File: config.mk
export PLATFORM = sky130hd
export DESIGN_NAME = dc_avg
export DESIGN_NICKNAME = d
export VERILOG_FILES = /design/src/rtl/osc_pkg.sv /design/src/rtl/dc_avg_seq_div.sv /design/src/rtl/dc_avg.sv
export SDC_FILE = /design/constraint.sdc
export NUM_CORES = 1
export LEC_CHECK = 0
export CAP_MARGIN = 10
export CORE_ASPECT_RATIO = 1.2
export CORE_MARGIN = 10
export CORE_UTILIZATION = 52
export CTS_CLUSTER_DIAMETER = 200
export CTS_CLUSTER_SIZE = 24
export DETAILED_ROUTE_END_ITERATION = 8
export HOLD_SLACK_MARGIN = 0.05
export PLACE_DENSITY = 0.69
export SYNTH_ARGS = -nofsm -noshare
export SYNTH_HDL_FRONTEND = slang
export SYNTH_SLANG_ARGS = --single-unit
File: constraint.sdc
create_clock -name clk -period 5.68 [get_ports clk]
set_input_delay 1.136 -clock clk [delete_from_list [all_inputs] [get_ports clk]]
set_output_delay 1.136 -clock clk [all_outputs]
set_load 0.005 [all_outputs]
File: src/rtl/osc_pkg.sv
// -----------------------------------------------------------------------------
// osc_pkg
// Shared constants and types for the oscilloscope front end. The coupling
// stage and the DC window averager both import this package so that the
// sample width and screen width stay consistent.
//   SAMPLE_W    : ADC sample width in bits
//   SCREEN_W    : samples per screen width (default averaging window)
//   avg_state_t : sequencing states of the DC averager
//   sum_width() : bits needed to hold the sum of n samples of w bits
// -----------------------------------------------------------------------------
package osc_pkg;

  localparam int SAMPLE_W = 8;
  localparam int SCREEN_W = 640;

  typedef enum logic [1:0] {
    ST_IDLE  = 2'd0,
    ST_RUN   = 2'd1,
    ST_WRITE = 2'd2
  } avg_state_t;

  // Smallest width that holds n * (2^w - 1) without overflow.
  function automatic int sum_width(input int n, input int w);
    return $clog2(n * ((1 << w) - 1) + 1);
  endfunction

endpackage

File: src/rtl/dc_avg_seq_div.sv
// -----------------------------------------------------------------------------
// seq_div
// Unsigned restoring divider by a constant divisor, one quotient bit per
// clock. The dividend is shifted MSB-first into a partial remainder; each
// step subtracts the divisor when it fits and shifts the resulting quotient
// bit into the vacated LSB of the dividend register, so after DVD_W steps
// that register holds the full quotient.
// Ports:
//   clk       in   clock, all state on rising edge
//   rst       in   asynchronous active-high reset
//   start     in   load dividend and begin dividing (ignored when abort)
//   abort     in   stop any division in progress
//   dividend  in   DVD_W-bit unsigned dividend
//   done      out  high during the cycle whose closing edge computes the
//                  last quotient bit; quotient is valid after that edge
//   quotient  out  low Q_W bits of the quotient
// -----------------------------------------------------------------------------
module seq_div #(
  parameter int DVD_W   = 18,
  parameter int DIVISOR = 640,
  parameter int Q_W     = 8
) (
  input  logic             clk,
  input  logic             rst,
  input  logic             start,
  input  logic             abort,
  input  logic [DVD_W-1:0] dividend,
  output logic             done,
  output logic [Q_W-1:0]   quotient
);

  // A remainder is always below DIVISOR, so REM_W bits hold it; one extra
  // bit covers the shifted trial value (at most 2*DIVISOR-1).
  localparam int REM_W  = $clog2(DIVISOR);
  localparam int STEP_W = $clog2(DVD_W);
  localparam logic [REM_W:0]    DIV_WIDE  = DIVISOR[REM_W:0];
  localparam logic [REM_W-1:0]  DIV_LOW   = DIVISOR[REM_W-1:0];
  localparam logic [STEP_W-1:0] LAST_STEP = STEP_W'(DVD_W - 1);

  logic [DVD_W-1:0]  r_dvd;
  logic [REM_W-1:0]  r_rem;
  logic [STEP_W-1:0] r_step;
  logic              r_busy;

  logic [REM_W:0]    w_shift;
  logic              w_ge;
  logic [REM_W-1:0]  w_rem_next;
  logic              w_last;

  assign w_shift    = {r_rem, r_dvd[DVD_W-1]};
  assign w_ge       = (w_shift >= DIV_WIDE);
  // When the trial value fits, the difference is below DIVISOR, so the low
  // REM_W bits of the subtraction are exact.
  assign w_rem_next = w_ge ? (w_shift[REM_W-1:0] - DIV_LOW) : w_shift[REM_W-1:0];
  assign w_last     = r_busy && (r_step == LAST_STEP);

  always_ff @(posedge clk or posedge rst) begin
    if (rst) begin
      r_dvd  <= '0;
      r_rem  <= '0;
      r_step <= '0;
      r_busy <= 1'b0;
    end else if (abort) begin
      r_busy <= 1'b0;
    end else if (start) begin
      r_dvd  <= dividend;
      r_rem  <= '0;
      r_step <= '0;
      r_busy <= 1'b1;
    end else if (r_busy) begin
      r_dvd  <= {r_dvd[DVD_W-2:0], w_ge};
      r_rem  <= w_rem_next;
      r_step <= r_step + STEP_W'(1);
      if (w_last) begin
        r_busy <= 1'b0;
      end
    end
  end

  assign done     = w_last;
  assign quotient = r_dvd[Q_W-1:0];

endmodule

File: src/rtl/dc_avg.sv
// -----------------------------------------------------------------------------
// dc_avg
// Window averager producing the DC offset for the AC/DC coupling stage.
// Accumulates N accepted samples, divides the window sum by N with a
// sequential divider, and holds the floor of the mean until the next
// window completes. Runs continuously; windows follow each other with no gap.
// Ports:
//   clk        in   system clock, all state on rising edge
//   rst        in   asynchronous active-high reset
//   in         in   W-bit unsigned ADC sample
//   in_valid   in   sample accepted on this edge when high
//   clear      in   synchronous window restart; aborts a divide in progress
//   avg        out  current DC level (midscale after reset)
//   avg_valid  out  one-cycle pulse when avg has just been updated
//   busy       out  divider running or result being written
// -----------------------------------------------------------------------------
module dc_avg
  import osc_pkg::*;
#(
  parameter int W = SAMPLE_W,
  parameter int N = SCREEN_W
) (
  input  logic         clk,
  input  logic         rst,
  input  logic [W-1:0] in,
  input  logic         in_valid,
  input  logic         clear,
  output logic [W-1:0] avg,
  output logic         avg_valid,
  output logic         busy
);

  localparam int SUM_W = sum_width(N, W);
  localparam int CNT_W = $clog2(N);
  localparam logic [CNT_W-1:0] LAST_CNT  = CNT_W'(N - 1);
  localparam logic [W-1:0]     AVG_RESET = {1'b1, {(W-1){1'b0}}};

  logic [SUM_W-1:0] r_sum;
  logic [CNT_W-1:0] r_cnt;
  avg_state_t       r_state;
  logic [W-1:0]     r_avg;
  logic             r_avg_valid;

  avg_state_t       w_state_next;
  logic             w_accept;
  logic             w_close;
  logic [SUM_W-1:0] w_window_sum;
  logic             w_div_start;
  logic             w_div_abort;
  logic             w_div_done;
  logic             w_write;
  logic [W-1:0]     w_quotient;

  // clear discards any sample on the same edge, including a window-closing one.
  assign w_accept     = in_valid && !clear;
  assign w_close      = w_accept && (r_cnt == LAST_CNT);
  assign w_window_sum = r_sum + SUM_W'(in);

  // ---------------------------------------------------------------------------
  // Accumulator and sample counter
  // ---------------------------------------------------------------------------
  always_ff @(posedge clk or posedge rst) begin
    if (rst) begin
      r_sum <= '0;
      r_cnt <= '0;
    end else if (clear) begin
      r_sum <= '0;
      r_cnt <= '0;
    end else if (w_accept) begin
      if (w_close) begin
        r_sum <= '0;
        r_cnt <= '0;
      end else begin
        r_sum <= w_window_sum;
        r_cnt <= r_cnt + CNT_W'(1);
      end
    end
  end

  // ---------------------------------------------------------------------------
  // Sequencing FSM
  // ---------------------------------------------------------------------------
  always_ff @(posedge clk or posedge rst) begin
    if (rst) begin
      r_state <= ST_IDLE;
    end else begin
      r_state <= w_state_next;
    end
  end

  always_comb begin
    w_state_next = r_state;
    w_div_start  = 1'b0;
    w_div_abort  = 1'b0;
    w_write      = 1'b0;
    if (clear) begin
      w_state_next = ST_IDLE;
      w_div_abort  = 1'b1;
    end else if (w_close) begin
      // The window is at least 32 samples long, so the previous divide has
      // always finished by the time the next window closes.
      w_state_next = ST_RUN;
      w_div_start  = 1'b1;
    end else begin
      case (r_state)
        ST_RUN: begin
          if (w_div_done) begin
            w_state_next = ST_WRITE;
          end
        end
        ST_WRITE: begin
          w_write      = 1'b1;
          w_state_next = ST_IDLE;
        end
        default: begin
          w_state_next = ST_IDLE;
        end
      endcase
    end
  end

  assign busy = (r_state != ST_IDLE);

  // ---------------------------------------------------------------------------
  // Divider: window sum / N
  // ---------------------------------------------------------------------------
  seq_div #(
    .DVD_W   (SUM_W),
    .DIVISOR (N),
    .Q_W     (W)
  ) u_div (
    .clk      (clk),
    .rst      (rst),
    .start    (w_div_start),
    .abort    (w_div_abort),
    .dividend (w_window_sum),
    .done     (w_div_done),
    .quotient (w_quotient)
  );

  // ---------------------------------------------------------------------------
  // Output registers: avg only moves on the avg_valid edge.
  // The mean of W-bit samples always fits in W bits.
  // ---------------------------------------------------------------------------
  always_ff @(posedge clk or posedge rst) begin
    if (rst) begin
      r_avg       <= AVG_RESET;
      r_avg_valid <= 1'b0;
    end else begin
      r_avg_valid <= w_write;
      if (w_write) begin
        r_avg <= w_quotient;
      end
    end
  end

  assign avg       = r_avg;
  assign avg_valid = r_avg_valid;

endmodule

==> results_dict.tcl <==
set metrics [dict create \
    nets 434 \
    arrival_ns 3.82 \
    drive_gt1_share_pct 9.90 \
    area_growth_pct 14.5 \
    synth_warnings 0 \
    setup_tns_ns 0 \
    cp-start-kind "input pin" \
    syn_inst 392 \
    wl_per_cell_um 15.8 \
    relSlewSlack_pct 25.6 \
    ys_ff_latch 73 \
    rsz0062_at_grt "false" \
    yosys.area_share.simple_pct 19.0 \
    drv_slew 0 \
    grt_overflow 0 \
    clk_latency_ns 0.35 \
    hold_class "reg2reg" \
    place_congestion 0.805 \
    root_buffer "clkbuf_8" \
    drt_first_pass_iters 4 \
    fp.coreArea_um2 6940 \
    hold_violations 0 \
    synth_edf_count 0 \
    synth_seq_area_share_pct 48.6 \
    cts_tree "yes" \
    drc 0 \
    wirelength_mm 7.90 \
    power.density_nw_per_um2 275 \
    die_w_um 97.7 \
    num_io_pins 22 \
    regToRegEndpoint "u_div.r_dvd[14]" \
    grt_max_degree 40 \
    rr_startpoint "r_sum[0]" \
    cts_buffer_depth 2 \
    rows 33 \
    cp_data_required_time_ns 5.92 \
    cts_hold_buf 0 \
    synth_compound_area_share_pct 14.9 \
    diodes 0 \
    cp_max_fo 16 \
    postCtsSetupBuffers 0 \
    min_to "r_cnt[9]" \
    syn_area_um2 3760 \
    setup_viol 0 \
    end_kind "flip-flop" \
    place_ws_ns 1.71 \
    yosys.area.top_type "dfrtp_1" \
    yosys-top-cells-count "dfrtp_1, nand2_1, a21oi_1" \
    period_needed_ns 3.58 \
    portBuffers 21 \
    fin_skew_ns 0.00995 \
    antenna_found_initial 0 \
    cts_resized 0 \
    fin_crit_sh_pct 63.1 \
    die_y_um 113 \
    cts.sinks 73 \
    yosysTopAreaCellShare_pct 47.9 \
    synth.avg_cell_area_um2 9.60 \
    synth.area.mux_share_pct 3.72 \
    rrSetupSlack_ns 3.11 \
    yosysUniqueCellTypes 50 \
    clkTransAtPathRegs_ns 0.08 \
    path_class "in2reg" \
    ant_nets 0 \
    ys.flop_type "dfrtp_1" \
    grt_util_all_layers_pct 14.6 \
    synthAdderAreaFrac_pct 4.52 \
    cts.htree.levels 3 \
    synth-async-reset-ratio_pct 100 \
    synth_top_family_by_area "simple AND/OR/NAND/NOR gates" \
    hold_start "r_cnt[9]" \
    p_leak_nw 1.94 \
    peakVddDrop_v 0.000216 \
    synth.area.top_cells "dfrtp_1, nand2_1, a21oi_1" \
    die_area_um2 11100 \
    synth_xor_area_share_pct 6.05 \
    setup_ws_ns 2.10 \
    drt_iter0_drc 148 \
    dp_hpwl_mm 5.45 \
    worst_pin_slew_ns 1.11 \
    synth_nets 417 \
    maxCapViolCount 0 \
    whs_path_depth 1 \
    numCtsBuffers 9 \
    vias 2888 \
    grt_pass1_wl_mm 13.6 \
    grt_pass1_vias 2811 \
    synthMostInstantiatedCell "dfrtp_1" \
    vias_per_cell 5.76 \
    max_freq_mhz 279 \
    status "finished clean" \
    start_util_pct 54.3 \
    ff2ff_path_depth 9 \
]
==> power breakdown <==
part	internal (W)	switching (W)	total [W]
registers	0.000535	0.0000183	0.000553
clock network	0.000294	0.000205	0.000500
logic	0.0000548	0.0000785	0.000133
==> worst max path at each step <==
| stage | startpoint | to | slack (ns) | cells after the start |
|---|---|---|---|---|
| 3_5_place_dp | clear | avg[1] | 1.71 | 5 |
| 5_1_grt | clear | avg[2] | 1.90 | 5 |
| 2_1_floorplan | rst | avg[0] | 2.69 | 1 |
| 4_1_cts | clear | avg[1] | 2.08 | 5 |
| 6_report | clear | avg[1] | 2.10 | 5 |
| 3_3_place_gp | clear | avg[4] | 1.74 | 5 |
==> critical path, stage by stage <==
cell and delay [ns]:
clkdlybuf4s50_1 0.68, or4b_4 0.62, nor3_2 0.71, nor4b_2 0.31
mux2_2 0.35
==> state kept, by name, summed over array words and instances, names as in the netlist <==
signal	count
u_div.r_step	5
u_div.r_busy	1
avg	8
r_state	2
u_div.r_dvd	18
r_cnt	10
avg_valid	1
r_sum	18
u_div.r_rem	10
==> area by class of cell <==
type | count | area (µm²)
clock buffer | 10 | 128
fill | 604 | 2630
tap | 87 | 109
sequential | 73 | 1830
timing repair buffer | 26 | 268
multi-input combinational | 289 | 1820
inverter | 10 | 37.5
clock inverter | 6 | 115
==> cell families (layout without fill, tap and decap cells) <==
family,Yosys count,in the layout
AOI/OAI and AO/OA,92,92
xor gates and xnor gates,26,26
adders and majority gates,13,13
buffers and inverters,30,52
DFF,73,73
muxes,13,13
and+or+nand+nor,145,145
==> routing by layer <==
metal | share of wire [%] | global-route usage (%) | up-vias | routed length, µm
met5 | 0 | 0 | - | 0
met4 | 1.6 | 4.17 | 0 | 124
met3 | 3.1 | 4.02 | 10 | 243
met2 | 48 | 22.8 | 41 | 3800
met1 | 47 | 19.4 | 1420 | 3730
li1 | - | - | 1417 | -
==> cells in the final DEF (no fill, tap or decap), types with 2 or more instances in the layout <==
cell type        count
dfrtp_1             72
nor4_1               2
nor3_1               6
or2_2                3
inv_1                9
nor2b_1              3
xor2_1              12
a211oi_1             2
o21ai_0             14
ha_1                12
clkbuf_8             9
a22o_1               8
o21ai_1              2
a21o_1               6
mux2_2               8
clkdlybuf4s50_1     21
bufinv_16            3
and2_1               4
xnor2_1             14
a21oi_1             38
buf_4                4
nor3_2               2
and4_1               2
nor2_1              23
or3_1                3
nand2_1             62
nand4_1              7
mux2i_1              5
o22ai_1              4
a31oi_1             10
nand3_1              7
and3_1              13
==> through the flow <==
step / cell area, µm² / utilization, % / hold slack, ns / total power, W / cells
5_1_grt: 4310 / 62.1 / 0.531 / 0.00124 / 501
3_3_place_gp: 4040 / 58.2 / 0.466 / 0.000693 / 484
6_report: 4310 / 62.1 / 0.498 / 0.00119 / 501
4_1_cts: 4280 / 61.7 / 0.498 / 0.00119 / 500
2_1_floorplan: 3760 / - / 0.449 / 0.000656 / 392
3_5_place_dp: 4040 / 58.2 / 0.484 / 0.000695 / 484
Note: power is estimated with default switching activity, not from simulation.
==> patch 1, RTL diff (same flow settings) <==
Set the package constant `SCREEN_W` to 160 (it was 640).
--- a/src/rtl/osc_pkg.sv
+++ b/src/rtl/osc_pkg.sv
@@ -13,3 +13,3 @@
   localparam int SAMPLE_W = 8;
-  localparam int SCREEN_W = 640;
+  localparam int SCREEN_W = 160;
 
Formal check against the unedited RTL: no difference found for any inputs over 10 cycles, from zero or initial values and one cycle with rst high; that may be too few to reach the edited logic, so the function may still have changed.
==> patch 1 against the unedited design <==
Power decreased by 6.2%. Cell area down 7.0%. Fmax is 2.6% higher. Routed wire length down 6.5%. Setup slack improved by 0.092 ns. Core utilization increased by 0.067 points. Sequential cell count shrank 9. Register-to-register slack better by 0.02 ns. Area after synthesis is 7.9% lower. Worst hold slack better by 0.014 ns. Critical path type unchanged. Critical endpoint is now r_sum[7].
==> patch 1: results (changes against the unedited design) <==
[run_status]
status = completed

[power]
p_int_mw = 0.8482  ; -4.0%
pg_comb_mw = 0.117  ; -12%
total_power_mw = 1.112  ; -6.2%
power_leakage_nw = 1.784  ; -8.1%
pg_seq_mw = 0.473  ; -14%
ir_worst_vdd_uv = 177.8  ; -18%

[final_layout]
multi_input_gates = 272  ; -5.9%
top_regs = r_sum (16), u_div.r_dvd (16)
clock_cell_area_share = 0.06650  ; +0.01015
buffers = 27  ; +3.8%
regArea_mm2 = 0.001603  ; -12%
buf_share = 0.06369  ; +0.001535
layout.nets = 411  ; -5.3%
area_delta_synth_final_pct = 15.59
non_clock_inverter_count = 13  ; +3

[grt]
grt_max_degree = 65  ; +63%
grt_usage = 0.1523  ; +0.006065
grtUsageMet1 = 0.2031  ; +0.009057
grt_pass1_wl_um = 12680  ; -7.1%
grt.met3_usage = 0.04229  ; +0.002122
grtUsageMet2 = 0.2313  ; +0.003398

[clock_network]
cts_root_buffer = clkbuf_8
cts_sinks = 64  ; -12%

[yosys]
synthXorXnorAreaFrac = 0.05305  ; -0.007456
synth_fa_ha_area_frac = 0.04547  ; +0.0002582
synthMuxAreaShare = 0.04367  ; +0.006433
synth.area.top_cells = dfrtp_1, nand2_1, a21oi_1
yosysSeqAreaShare = 0.4623  ; -0.02342
syn_inst = 371  ; -5.4%
synth_compound_gate_area_share = 0.1314  ; -0.01724
synth_fp_nets = 395  ; -5.3%

[detailed_routing]
num_vias = 2717  ; -5.9%
drtIter0Drc = 192  ; +30%
wl_per_cell_um = 15.47  ; -1.8%
wl_met3_um = 426  ; +75%
route.met2.wl_um = 3429  ; -9.8%

[critical_path]
rr_endpoint = u_div.r_dvd[8]
critPathMaxFanout = 38  ; +22
rrSetupSlack_ns = 3.13  ; +0.02 ns
r2r_cells = 7  ; -2
worstSetupEndpoint = r_sum[7]

[timing]
hold_slack_ns = 0.5112  ; +0.01356 ns
setup_ws_ns = 2.188  ; +0.09199 ns
worst_pin_slew_ns = 0.9663  ; -0.1463 ns
fin_skew_ns = 0.009741  ; -0.0002098 ns

[placed_design]
dpl.cell_count = 461  ; -4.8%
gp_congestion = 0.8069  ; +0.21%
dp_hpwl_um = 4975  ; -8.7%
place_area_mm2 = 0.003741  ; -7.3%

[hold_path]
min-delay-start = avg[5]
min_to = avg[5]

[die]
core_area_mm2 = 0.006446  ; -7.1%

[patch 1: cell count changes in the layout (fill, tap and decap cells not counted), sizes merged, moves of 5 or more]
cell | unedited run | this run
xnor2 | 14 | 6
nand2 | 62 | 57
o21ai | 16 | 8
nor2 | 23 | 15
a22o | 8 | 0
and3 | 13 | 19
nand2b | 1 | 8
dfrtp | 72 | 63
[patch 1: cells by family (layout without fill, tap and decap cells)]
kind of cell	Yosys count	in the layout
AO/OA/AOI/OAI	75	75
XOR/XNOR	21	21
adder cells (fa/ha/maj)	12	12
buffers and inverters	35	56
flip-flops	64	64
multiplexers	14	14
AND/OR/NAND/NOR	150	150
[patch 1: worst max-delay path: stages]
cell and delay, ns:
clkdlybuf4s50_1 0.40, buf_4 0.26, or4b_4 0.55, or3_1 0.66, and4b_1 0.37, a221o_1 0.34
==> patch 2, RTL diff (config.mk and constraints unchanged) <==
Made on the original files. Put one more register stage on the output `avg_valid`. The value now appears one clock later. The other outputs are not delayed to match. Comments in the files are not updated.
--- a/src/rtl/dc_avg.sv
+++ b/src/rtl/dc_avg.sv
@@ -157,3 +157,5 @@
   assign avg       = r_avg;
-  assign avg_valid = r_avg_valid;
+  always_ff @(posedge clk) begin
+    avg_valid <= r_avg_valid;
+  end
 
Function: no difference found for any inputs over 10 cycles, from zero or initial values and one cycle with rst high; that may be too few to reach the edited logic, so the function may still have changed.
==> patch 2 against the unedited design <==
Cell area decreased by 0.17%. Largest cell class unchanged. Register-to-register slack worse by 0.05 ns. Setup slack got worse by 0.043 ns. Area after synthesis is 0.53% higher. Final cell count increased by 0.80%. Power is 2.6% lower. Routed wire length down 1.6%. Count of clock-buffer cells in the layout unchanged. Sequential cell count increased by 1. Combinational power about the same. Highest routed layer unchanged.
==> patch 2: results (changes against the unedited design) <==
[run_status]
status = completed

[detailed_routing]
drtIter0Drc = 129  ; -13%
wl_met1_um = 3593  ; -3.6%
route.met2.wl_um = 3852  ; +1.3%
wl_met3_um = 246  ; +1.2%
wl_per_cell_um = 15.39  ; -2.4%

[timing]
fin_skew_ns = 0.01228  ; +0.002334 ns

[yosys]
syn_inst = 393  ; +0.26%
synthXorXnorAreaFrac = 0.06019  ; -0.0003201
synth.area.top_cells = dfrtp_1, nand2_1, a21oi_1
synth-async-reset-ratio = 0.9865  ; -0.01351
yosysSeqAreaShare = 0.4884  ; +0.002721

[power]
ir_worst_vdd_uv = 161.5  ; -25%
powerDensity_mw_per_mm2 = 268.6  ; -2.4%

[placed_design]
dpl.cell_count = 488  ; +0.83%
place_area_mm2 = 0.004061  ; +0.59%

[grt]
grtUsageMet1 = 0.1843  ; -0.009776
grt_pass1_wl_um = 13540  ; -0.81%
grt_pass1_vias = 2847  ; +1.3%

[final_layout]
drive_gt1_frac = 0.1012  ; +0.002171
layout.nets = 435  ; +0.23%
fin_cells = 505  ; +0.80%
fillCellCount = 633  ; +4.8%

[critical_path]
critPathArrivalTime_ns = 3.86  ; +0.04 ns
rr_endpoint = u_div.r_dvd[12]

## patch 2: worst max-delay path, cell delays in order
cell	delay, ns
clkdlybuf4s50_1	0.69
or4b_4	0.63
nor3_2	0.73
nor4b_2	0.31
mux2_2	0.36
## patch 2: worst min path at each step
stage	slack [ns]	endpoint	from
2_1_floorplan	0.32	avg_valid	r_avg_valid
3_3_place_gp	0.33	avg_valid	r_avg_valid
3_5_place_dp	0.33	avg_valid	r_avg_valid
4_1_cts	0.35	avg_valid	r_avg_valid
5_1_grt	0.38	avg_valid	r_avg_valid
6_report	0.35	avg_valid	r_avg_valid
## patch 2: final cells by class
cell class | instances | area, µm² | share of cell area
multi-input combinational | 289 | 1823 | 0.4239
sequential | 74 | 1848 | 0.4297
tap | 90 | 112.6 | 0.02619
clock buffer | 10 | 137.6 | 0.03200
clock inverter | 6 | 90.09 | 0.02095
timing repair buffer | 26 | 251.5 | 0.05848
inverter | 10 | 37.54 | 0.008729
